`src/rtl/riscv_mem_pkg.sv`:
```
// Shared definitions for the memory-access pipeline stage.
//   - F3_*        : RV32I load/store funct3 width/sign encodings
//   - mem_state_t : access sequencer states
//   - XLEN_DEFAULT: default datapath/address width
package riscv_mem_pkg;

  localparam int XLEN_DEFAULT = 32;

  localparam logic [2:0] F3_B  = 3'b000;
  localparam logic [2:0] F3_H  = 3'b001;
  localparam logic [2:0] F3_W  = 3'b010;
  localparam logic [2:0] F3_BU = 3'b100;
  localparam logic [2:0] F3_HU = 3'b101;

  typedef enum logic [1:0] {
    IDLE  = 2'd0,
    ISSUE = 2'd1,
    WAIT  = 2'd2,
    DONE  = 2'd3
  } mem_state_t;

endpackage

```
`src/rtl/lsu_align.sv`:
```
// Combinational lane logic for loads and stores.
//   addr       in  : byte address (only [1:0] steers lanes, [1:0] checked for alignment)
//   funct3     in  : RV32I width/sign encoding
//   is_store   in  : 1 = store, 0 = load
//   store_data in  : rs2 value to be written
//   load_word  in  : raw word returned by memory
//   wstrb      out : byte strobes (0 for loads)
//   wdata      out : store data replicated across all lanes
//   load_data  out : selected and extended load result
//   illegal    out : unsupported funct3 for the direction, or misaligned address
module lsu_align
  import riscv_mem_pkg::*;
#(
  parameter int XLEN = XLEN_DEFAULT
) (
  input  logic [XLEN-1:0] addr,
  input  logic [2:0]      funct3,
  input  logic            is_store,
  input  logic [XLEN-1:0] store_data,
  input  logic [XLEN-1:0] load_word,
  output logic [3:0]      wstrb,
  output logic [XLEN-1:0] wdata,
  output logic [XLEN-1:0] load_data,
  output logic            illegal
);

  logic [XLEN-1:0] shifted;
  logic [7:0]      byte_sel;
  logic [15:0]     half_sel;

  // Shift the addressed lane down to bit 0 so a single slice picks byte or half.
  assign shifted  = load_word >> {addr[1:0], 3'b000};
  assign byte_sel = shifted[7:0];
  assign half_sel = shifted[15:0];

  always_comb begin
    wstrb     = 4'b0000;
    wdata     = '0;
    load_data = '0;
    illegal   = 1'b0;
    case (funct3)
      F3_B: begin
        wstrb     = is_store ? (4'b0001 << addr[1:0]) : 4'b0000;
        wdata     = {(XLEN/8){store_data[7:0]}};
        load_data = {{(XLEN-8){byte_sel[7]}}, byte_sel};
      end
      F3_H: begin
        illegal   = addr[0];
        wstrb     = is_store ? (addr[1] ? 4'b1100 : 4'b0011) : 4'b0000;
        wdata     = {(XLEN/16){store_data[15:0]}};
        load_data = {{(XLEN-16){half_sel[15]}}, half_sel};
      end
      F3_W: begin
        illegal   = (addr[1:0] != 2'b00);
        wstrb     = is_store ? 4'b1111 : 4'b0000;
        wdata     = store_data;
        load_data = load_word;
      end
      F3_BU: begin
        illegal   = is_store;
        load_data = {{(XLEN-8){1'b0}}, byte_sel};
      end
      F3_HU: begin
        illegal   = is_store | addr[0];
        load_data = {{(XLEN-16){1'b0}}, half_sel};
      end
      default: illegal = 1'b1;
    endcase
  end

endmodule

```
`src/rtl/mem_access_stage.sv`:
```
// MEM stage: consumes EX/MEM fields, performs one load/store over a
// valid/ready request + response-valid handshake, stalls earlier stages while
// the access is outstanding and registers the MEM/WB fields.
//   clk, reset (sync, active-low)
//   in_*            : EX/MEM pipeline register fields
//   mem_req_*       : request channel (valid/ready), word-aligned address
//   mem_resp_*      : read data / write acknowledge
//   out_stall       : hold EX/MEM and earlier stages
//   out_wb_data, out_rd, out_write_enable, out_fault : MEM/WB register
module mem_access_stage
  import riscv_mem_pkg::*;
#(
  parameter int XLEN     = XLEN_DEFAULT,
  parameter int MAX_WAIT = 64
) (
  input  logic            clk,
  input  logic            reset,
  input  logic [XLEN-1:0] in_alu_out,
  input  logic [XLEN-1:0] in_mem_data,
  input  logic [2:0]      in_funct3,
  input  logic [4:0]      in_rd,
  input  logic            in_mem_write,
  input  logic            in_mem_read,
  input  logic            in_mem_to_reg,
  input  logic            in_write_enable,
  output logic            mem_req_valid,
  input  logic            mem_req_ready,
  output logic            mem_req_we,
  output logic [XLEN-1:0] mem_req_addr,
  output logic [XLEN-1:0] mem_req_wdata,
  output logic [3:0]      mem_req_wstrb,
  input  logic            mem_resp_valid,
  input  logic [XLEN-1:0] mem_resp_rdata,
  output logic            out_stall,
  output logic [XLEN-1:0] out_wb_data,
  output logic [4:0]      out_rd,
  output logic            out_write_enable,
  output logic            out_fault
);

  localparam int             CW   = (MAX_WAIT > 2) ? $clog2(MAX_WAIT) : 1;
  localparam logic [CW-1:0]  LAST = CW'(MAX_WAIT - 1);

  mem_state_t      state_reg, state_next;
  logic [CW-1:0]   cnt_reg;
  logic [XLEN-1:0] addr_reg, wdata_reg, rdata_reg;
  logic [2:0]      funct3_reg;
  logic [4:0]      rd_reg;
  logic [3:0]      wstrb_reg;
  logic            store_reg, we_reg, m2r_reg, timeout_reg;

  logic            is_mem, idle, illegal;
  logic [XLEN-1:0] al_addr, al_wdata, al_load;
  logic [2:0]      al_funct3;
  logic            al_store;
  logic [3:0]      al_wstrb;

  assign is_mem = in_mem_read | in_mem_write;
  assign idle   = (state_reg == IDLE);

  // One aligner serves both ends of the access: in IDLE it looks at the live
  // EX/MEM fields (legality, strobes, store data); afterwards it sees the
  // latched copies so DONE can format the captured read word.
  assign al_addr   = idle ? in_alu_out   : addr_reg;
  assign al_funct3 = idle ? in_funct3    : funct3_reg;
  assign al_store  = idle ? in_mem_write : store_reg;

  lsu_align #(.XLEN(XLEN)) u_align (
    .addr      (al_addr),
    .funct3    (al_funct3),
    .is_store  (al_store),
    .store_data(in_mem_data),
    .load_word (rdata_reg),
    .wstrb     (al_wstrb),
    .wdata     (al_wdata),
    .load_data (al_load),
    .illegal   (illegal)
  );

  assign mem_req_valid = (state_reg == ISSUE);
  assign mem_req_we    = store_reg;
  assign mem_req_addr  = {addr_reg[XLEN-1:2], 2'b00};
  assign mem_req_wdata = wdata_reg;
  assign mem_req_wstrb = wstrb_reg;
  assign out_stall     = (idle & is_mem & ~illegal) | (state_reg == ISSUE) | (state_reg == WAIT);

  always_comb begin
    state_next = state_reg;
    case (state_reg)
      IDLE:    if (is_mem && !illegal) state_next = ISSUE;
      ISSUE:   if (mem_req_ready) state_next = WAIT;
      WAIT:    if (mem_resp_valid || cnt_reg == LAST) state_next = DONE;
      DONE:    state_next = IDLE;
      default: state_next = IDLE;
    endcase
  end

  always_ff @(posedge clk) begin
    if (!reset) begin
      state_reg        <= IDLE;
      cnt_reg          <= '0;
      addr_reg         <= '0;
      wdata_reg        <= '0;
      rdata_reg        <= '0;
      funct3_reg       <= '0;
      rd_reg           <= '0;
      wstrb_reg        <= '0;
      store_reg        <= 1'b0;
      we_reg           <= 1'b0;
      m2r_reg          <= 1'b0;
      timeout_reg      <= 1'b0;
      out_wb_data      <= '0;
      out_rd           <= '0;
      out_write_enable <= 1'b0;
      out_fault        <= 1'b0;
    end else begin
      state_reg <= state_next;
      case (state_reg)
        IDLE: begin
          cnt_reg     <= '0;
          timeout_reg <= 1'b0;
          if (!is_mem || illegal) begin
            // Single-cycle result: plain ALU op or a rejected access.
            out_wb_data      <= in_alu_out;
            out_rd           <= in_rd;
            out_write_enable <= is_mem ? 1'b0 : in_write_enable;
            out_fault        <= is_mem;
          end else begin
            // Latch everything now; EX/MEM is not trusted to hold while stalled.
            addr_reg         <= in_alu_out;
            funct3_reg       <= in_funct3;
            rd_reg           <= in_rd;
            we_reg           <= in_write_enable;
            m2r_reg          <= in_mem_to_reg;
            store_reg        <= in_mem_write;
            wstrb_reg        <= al_wstrb;
            wdata_reg        <= al_wdata;
            // Bubble into MEM/WB while the access is outstanding.
            out_wb_data      <= '0;
            out_rd           <= '0;
            out_write_enable <= 1'b0;
            out_fault        <= 1'b0;
          end
        end
        ISSUE: cnt_reg <= '0;
        WAIT: begin
          cnt_reg <= cnt_reg + 1'b1;
          if (mem_resp_valid) begin
            if (!store_reg) rdata_reg <= mem_resp_rdata;
          end else if (cnt_reg == LAST) begin
            timeout_reg <= 1'b1;
          end
        end
        DONE: begin
          cnt_reg          <= '0;
          timeout_reg      <= 1'b0;
          out_wb_data      <= m2r_reg ? al_load : addr_reg;
          out_rd           <= rd_reg;
          out_write_enable <= timeout_reg ? 1'b0 : we_reg;
          out_fault        <= timeout_reg;
        end
        default: ;
      endcase
    end
  end

endmodule

```
`config.mk`:
```
export PLATFORM = sky130hd
export DESIGN_NAME = mem_access_stage
export DESIGN_NICKNAME = d
export VERILOG_FILES = /design/src/rtl/riscv_mem_pkg.sv /design/src/rtl/lsu_align.sv /design/src/rtl/mem_access_stage.sv
export SDC_FILE = /design/constraint.sdc
export NUM_CORES = 1
export LEC_CHECK = 0
export ABC_AREA = 1
export BUFFER_PORTS_ARGS = -buffer_cell sky130_fd_sc_hd__buf_2
export CORE_AREA = 2 2 127 129
export CTS_BUF_LIST = sky130_fd_sc_hd__clkbuf_8
export CTS_CLUSTER_DIAMETER = 120
export DETAILED_ROUTE_END_ITERATION = 10
export DIE_AREA = 0 0 129 131
export PLACE_DENSITY_LB_ADDON = 0.3
export SLEW_MARGIN = 20
export SYNTH_ARGS = -nofsm -noshare
export SYNTH_HDL_FRONTEND = slang
export SYNTH_SLANG_ARGS = --single-unit
```
`constraint.sdc`:
```
create_clock -name clk -period 2.9 [get_ports clk]
set_clock_uncertainty 0.05 [all_clocks]
set_input_delay 0.435 -clock clk [delete_from_list [all_inputs] [get_ports clk]]
set_output_delay 0.435 -clock clk [all_outputs]
set_load 0.05 [all_outputs]
```
# After elaboration in Yosys (flattened, before gate mapping)
# Index checks and enable logic that the tools add are counted.
# op_classes
add_sub_neg,1
multipliers,0
div_mod_pow,0
n_lt_le_gt_ge,0
eq_ne,13
shifts,2
muxes,30
bitwise_logic,9
reduce_logical,16
# op_table
op,n
32-bit case mux with 5 select lines,1
32-bit case mux with 3 select lines,1
32-bit two-way mux,2
32-bit case mux with 2 select lines,1
32-bit by 5-bit right shift with 16-bit output,1
4-bit two-way mux,4
4-bit case mux with 3 select lines,1
6-bit case mux with 2 select lines,1
5-bit case mux with 2 select lines,1
3-bit AND reduction,3
2-bit two-way mux,4
2-bit by 1-bit inequality test with 1-bit output (second input constant),4
2-bit case mux with 4 select lines,1
1-bit two-way mux,7
6-bit by 1-bit adder with 6-bit output (second input constant),1
3-bit == test (second input constant),2
6-bit == test (second input constant),1
1-bit case mux with 2 select lines,3
2-bit nonzero test,3
5-bit two-way mux,1
1-bit case mux with 5 select lines,1
2-bit == test (second input constant),2
1-bit OR,4
1-bit by 2-bit left shift with 4-bit output (first input constant),1
15 further kinds,20
# word_totals
ff_bits,159
latchBits,0
mem_bits_rw,0
mem_bits_ro,0
input_bits,112
out_inout_bits,110
wordCells,87
memories,0

# Depth between registers and ports, before layout
# logic_depth
depth_word,8
depth_mapped,18
mapped_depth_nobuf,15

# By module
# Synthesis repeated with hierarchy kept, for this count alone.
# unflattened
hier_cells,1276
hier_area_um2,8389.3
# modules_own_cells
mod,n_inst,cells_per_inst,area_each_um2,seq_area_each_um2
mem_access_stage,1,1021,7169.4,3183.1
lsu_align,1,255,1219.9,0.0

# Least setup slack after synthesis
# No wires, ideal clock.
# synth_timing
path_kind,flip-flop to output port
from,reg state_reg[0]
to,out out_stall
arrival_time_ns,2.319
required_time_ns,2.415
slack_ns,0.096
stages_incl_launch_ff,16
path_buffers,4
cell_sequence,dfxtp_1 inv_1 ha_1 buf_6 buf_6 nand2_4 nand2_4 nor2_8 nand2_1 nand2_2 nand3_1 nor2_2 nand2_2 buf_4 buf_4 nand2_1
# synth_between
elab_chain_cells,8
elab_cells_between_ends,19
classes_between,eq/ne: 6; mux: 4; bitwise: 6; reduce/logical: 3
# synth_lines
item,line_no,rtl
"start, declared",mem_access_stage.sv:44,"mem_state_t state_reg, state_next;"
"start signal, assigned",mem_access_stage.sv:117,state_reg <= state_next;
2-bit zero test,mem_access_stage.sv:59,assign idle = (state_reg == IDLE);
3-bit two-way mux (tied with other cells),mem_access_stage.sv:65,assign al_funct3 = idle ? in_funct3 : funct3_reg;
3-bit == test (tied with other cells),lsu_align.sv:41,case (funct3)
1-bit case mux with 5 select lines,lsu_align.sv:41,
1-bit NOT,mem_access_stage.sv:85,assign out_stall = (idle & is_mem & ~illegal) | (state_reg == ISSUE) | (state_reg == WAIT);
1-bit AND,mem_access_stage.sv:85,
1-bit OR,mem_access_stage.sv:85,
1-bit OR *,mem_access_stage.sv:85,
"end, declared",mem_access_stage.sv:34,"output logic out_stall,"
# Mark *: on every way between the ends. The rest lies on a longest branch, timed or not.

# Worst setup path after layout
# layout_timing
from,reg state_reg[1]
to,out out_stall
# Same word-level chain as after synthesis.

==> run summary <==
Final Max Tran Viols - 0
Period Utilization, post-route - 97.82%
Remaining Overflow, GRT - 0
CTS Buffer Depth - 2
largest net degree at the start of global routing - 77
FMAX - 0.3525 GHz
clock-pin slew on the worst setup and hold paths - 90 ps
DRT Pass-1 Iters - 5
most frequent CP cell - nand2_2
clock network latency to the later pin of the worst-skew pair - 460 ps
RSZ-0062 raised after global routing - true
slowest CP cell - dfxtp_2
Max-Cap Viols - 0
CP cell instances - inv_1 -> ha_2 -> buf_12 -> inv_4 -> nand2_2 -> nand2_4 -> nor2_8 -> nand2_1 -> nand2_2 -> nand3_2 -> nor2_4 -> nand2_2 -> nand2_1 -> buf_6
area occupied by multi-input gates - 0.003965 mm²
worst vdd ir - 814.9 µV
P_int - 5.725 mW
die area - 0.01690 mm²
Clock Tree Root - clkbuf_8
Placed Cells - 1593
Fill cells - 1541
GR Util All Layers - 29.28%
DRT antenna net count - 0
static leakage - 4.783 nW
Worst Hold Class - in -> reg
ANT cells - 0
# H-tree levels - 4
Crit path largest cell delay - 350 ps
Clk pwr share - 12.4%
DR vias - 8581
WP buf/inv - 4
Logic pwr share - 60.1%
core area - 0.01560 mm²
initial DRC count - 593
Worst EP required - 2410 ps
crit end category - primary output
Post-Layout Inst Area - 0.009514 mm²
CTS tree - done
global-route wire length before repair - 38970 µm
Rows - 46
Die Y - 131 µm
TritonCTS Sinks - 159
routed len/inst - 15.20 µm
Util after Layout - 61.00%
Warnings, synthesis - 0
Net Sw Frac - 55.16%
Synth cell types - 32
drt total wl - 24800 µm
CTS buffer count - 17
NumNets Final - 1520
Power Density - 1342 mW/mm²
Crit Path Max Fanout - 15
Worst path top cell family by delay - simple AND/OR/NAND/NOR gates
antenna violations before repair - 0
ranking of synthesized cells by area - dfxtp_1 (40%), nand2_1 (17%), nor2_1 (7.3%)
detailed-route vias per instance - 5.261
IO Pins - 222
syn avg cell area - 6.518 µm²
measured slew at the worst slew-check pin - 855.9 ps
Worst slew margin - 42.94%
hpwl dp - 17330 µm
post-synth top area cell - dfxtp_1
Setup violations, final - 0
switching power - 7.044 mW
Synth top area share - 39.51%
critical path arrival - 2350 ps
Initial Utilization - 51.65%
post-route minimum period - 2837 ps
Final GP Congestion - 0.9122
synthesis-stage register bit count - 159
placed cell area - 0.009049 mm²
final cell count without fillers - 1631
layout cells sized above 1 - 21.41%
sequential cell area fraction in the yosys report - 39.51%
Area Growth Syn to Fin - 18.09%
Die Span X - 129 µm
Reg area - 0.003186 mm²
final hold slack - 154.5 ps
Flop pwr share - 27.5%
status - completed
Buffers on Ports - 219
vias in the first global route - 7897
Mapped Area - 0.008056 mm²
Critical Path Start Type - flip-flop
Hold Fails Final Rpt - 0
Post-route DRC - 0
Crit Path Class - reg -> out
cell count after synthesis - 1236
==> final cells by class <==
cell class | count | share of cell area, %
multi-input cells | 885 | 41.68
repair buffers | 253 | 14.66
clock buffers | 17 | 2.459
inverters | 87 | 3.498
flip-flops and latches | 159 | 33.48
well taps | 216 | 2.841
clock inverters | 14 | 1.381
==> cells in the mapped netlist <==
library cell	count
nor2_1	157
and3_1	1
nor2_4	1
nor3_1	2
nor2_8	2
conb_1	1
nor3b_1	1
inv_4	1
buf_2	12
nand2_1	355
nand3_1	83
o21ai_0	77
a21oi_1	116
o22ai_1	17
inv_1	85
clkbuf_4	1
clkbuf_1	42
o21ai_2	1
a31oi_1	1
nand2_2	5
inv_2	1
buf_4	41
nand4_1	6
nand4_4	1
dfxtp_1	159
nor2_2	2
o21ai_1	46
nand2_4	2
buf_1	5
buf_6	5
ha_1	5
o21a_1	2
==> worst register-to-register path, stage by stage, from the launching register on <==
cell,delay [ps]
dfxtp_2,370
inv_1,70
ha_2,200
buf_12,150
o21ai_1,320
nor2_1,110
nand2_1,100
nand2_2,80
nand3_2,120
nor2_4,40
nand2_2,70
buf_4,680
nand2_1,140
nand2_1,110
nor2_1,40
==> final timing paths <==
path / start / to / slack, ps / depth (start not counted)
worst max-delay path: state_reg[1] / out_stall / 60 / 14
worst min-delay path: mem_resp_rdata[27] / rdata_reg[27] / 150 / 3
worst max register to register: state_reg[0] / mem_req_wdata[31] / 150 / 14
worst min register to register: out_wb_data[15] / out_wb_data[15] / 400 / 2
==> cell families after synthesis <==
| kind of cell | Yosys count | synth area share (%) |
|---|---|---|
| and+or+nand+nor | 618 | 31.50 |
| buffers and inverters | 193 | 11.63 |
| adders and majority gates | 5 | 0.7765 |
| AOI/OAI and AO/OA | 260 | 16.54 |
| other | 1 | 0.04655 |
| DFF | 159 | 39.51 |
==> metrics by stage <==
step / TNS, ps / setup slack (ps) / power, mW
2_1_floorplan: 0 / 95.72 / 9.499
3_3_place_gp: 0 / 149.3 / 10.90
3_5_place_dp: 0 / 0.7132 / 10.98
4_1_cts: 0 / 12.58 / 12.65
5_1_grt: -392.6 / -66.10 / 13.65
6_report: 0 / 63.32 / 12.77
==> power by group through the flow <==
stage / Combinational [mW] / Clock [mW] / Sequential (mW)
finish: 7.68 / 1.58 / 3.51
global route: 8.35 / 1.70 / 3.60
CTS: 7.55 / 1.61 / 3.50
detailed placement: 7.45 / 0 / 3.53
global placement: 7.38 / 0 / 3.52
floorplan: 4.62 / 0 / 4.88
==> placed cells by master (no fill, tap or decap), types with 2 or more instances in the layout <==
| cell type | n |
|---|---|
| a21oi_1 | 116 |
| buf_12 | 3 |
| buf_2 | 218 |
| buf_4 | 31 |
| bufinv_16 | 2 |
| clkbuf_8 | 17 |
| clkinvlp_4 | 5 |
| conb_1 | 2 |
| dfxtp_1 | 157 |
| dfxtp_2 | 2 |
| ha_1 | 4 |
| inv_1 | 89 |
| nand2_1 | 353 |
| nand2_2 | 6 |
| nand2_4 | 3 |
| nand3_1 | 82 |
| nand4_1 | 6 |
| nor2_1 | 156 |
| nor2_2 | 2 |
| nor2_4 | 2 |
| nor2_8 | 2 |
| nor3_1 | 2 |
| o21a_1 | 2 |
| o21ai_0 | 77 |
| o21ai_1 | 46 |
| o22ai_1 | 17 |
==> metal layers <==
metal  vias to the layer above  GRT usage (%)  share of wire, %
li1                       4261              -                 -
met1                      3859          36.77                41
met2                       400          47.81                47
met3                        61          7.207               8.7
met4                         0          13.36               3.8
met5                         -              0                 0
==> timing repair <==
| action | 4_1_cts | 5_1_grt |
|---|---|---|
| hold buffers | 0 | 0 |
| setup endpoints to repair | 3 | 68 |
| setup buffers | 4 | 3 |
| pin swaps | 5 | 2 |
| resized for setup | 7 | 4 |
(Power assumes the default switching activity.)
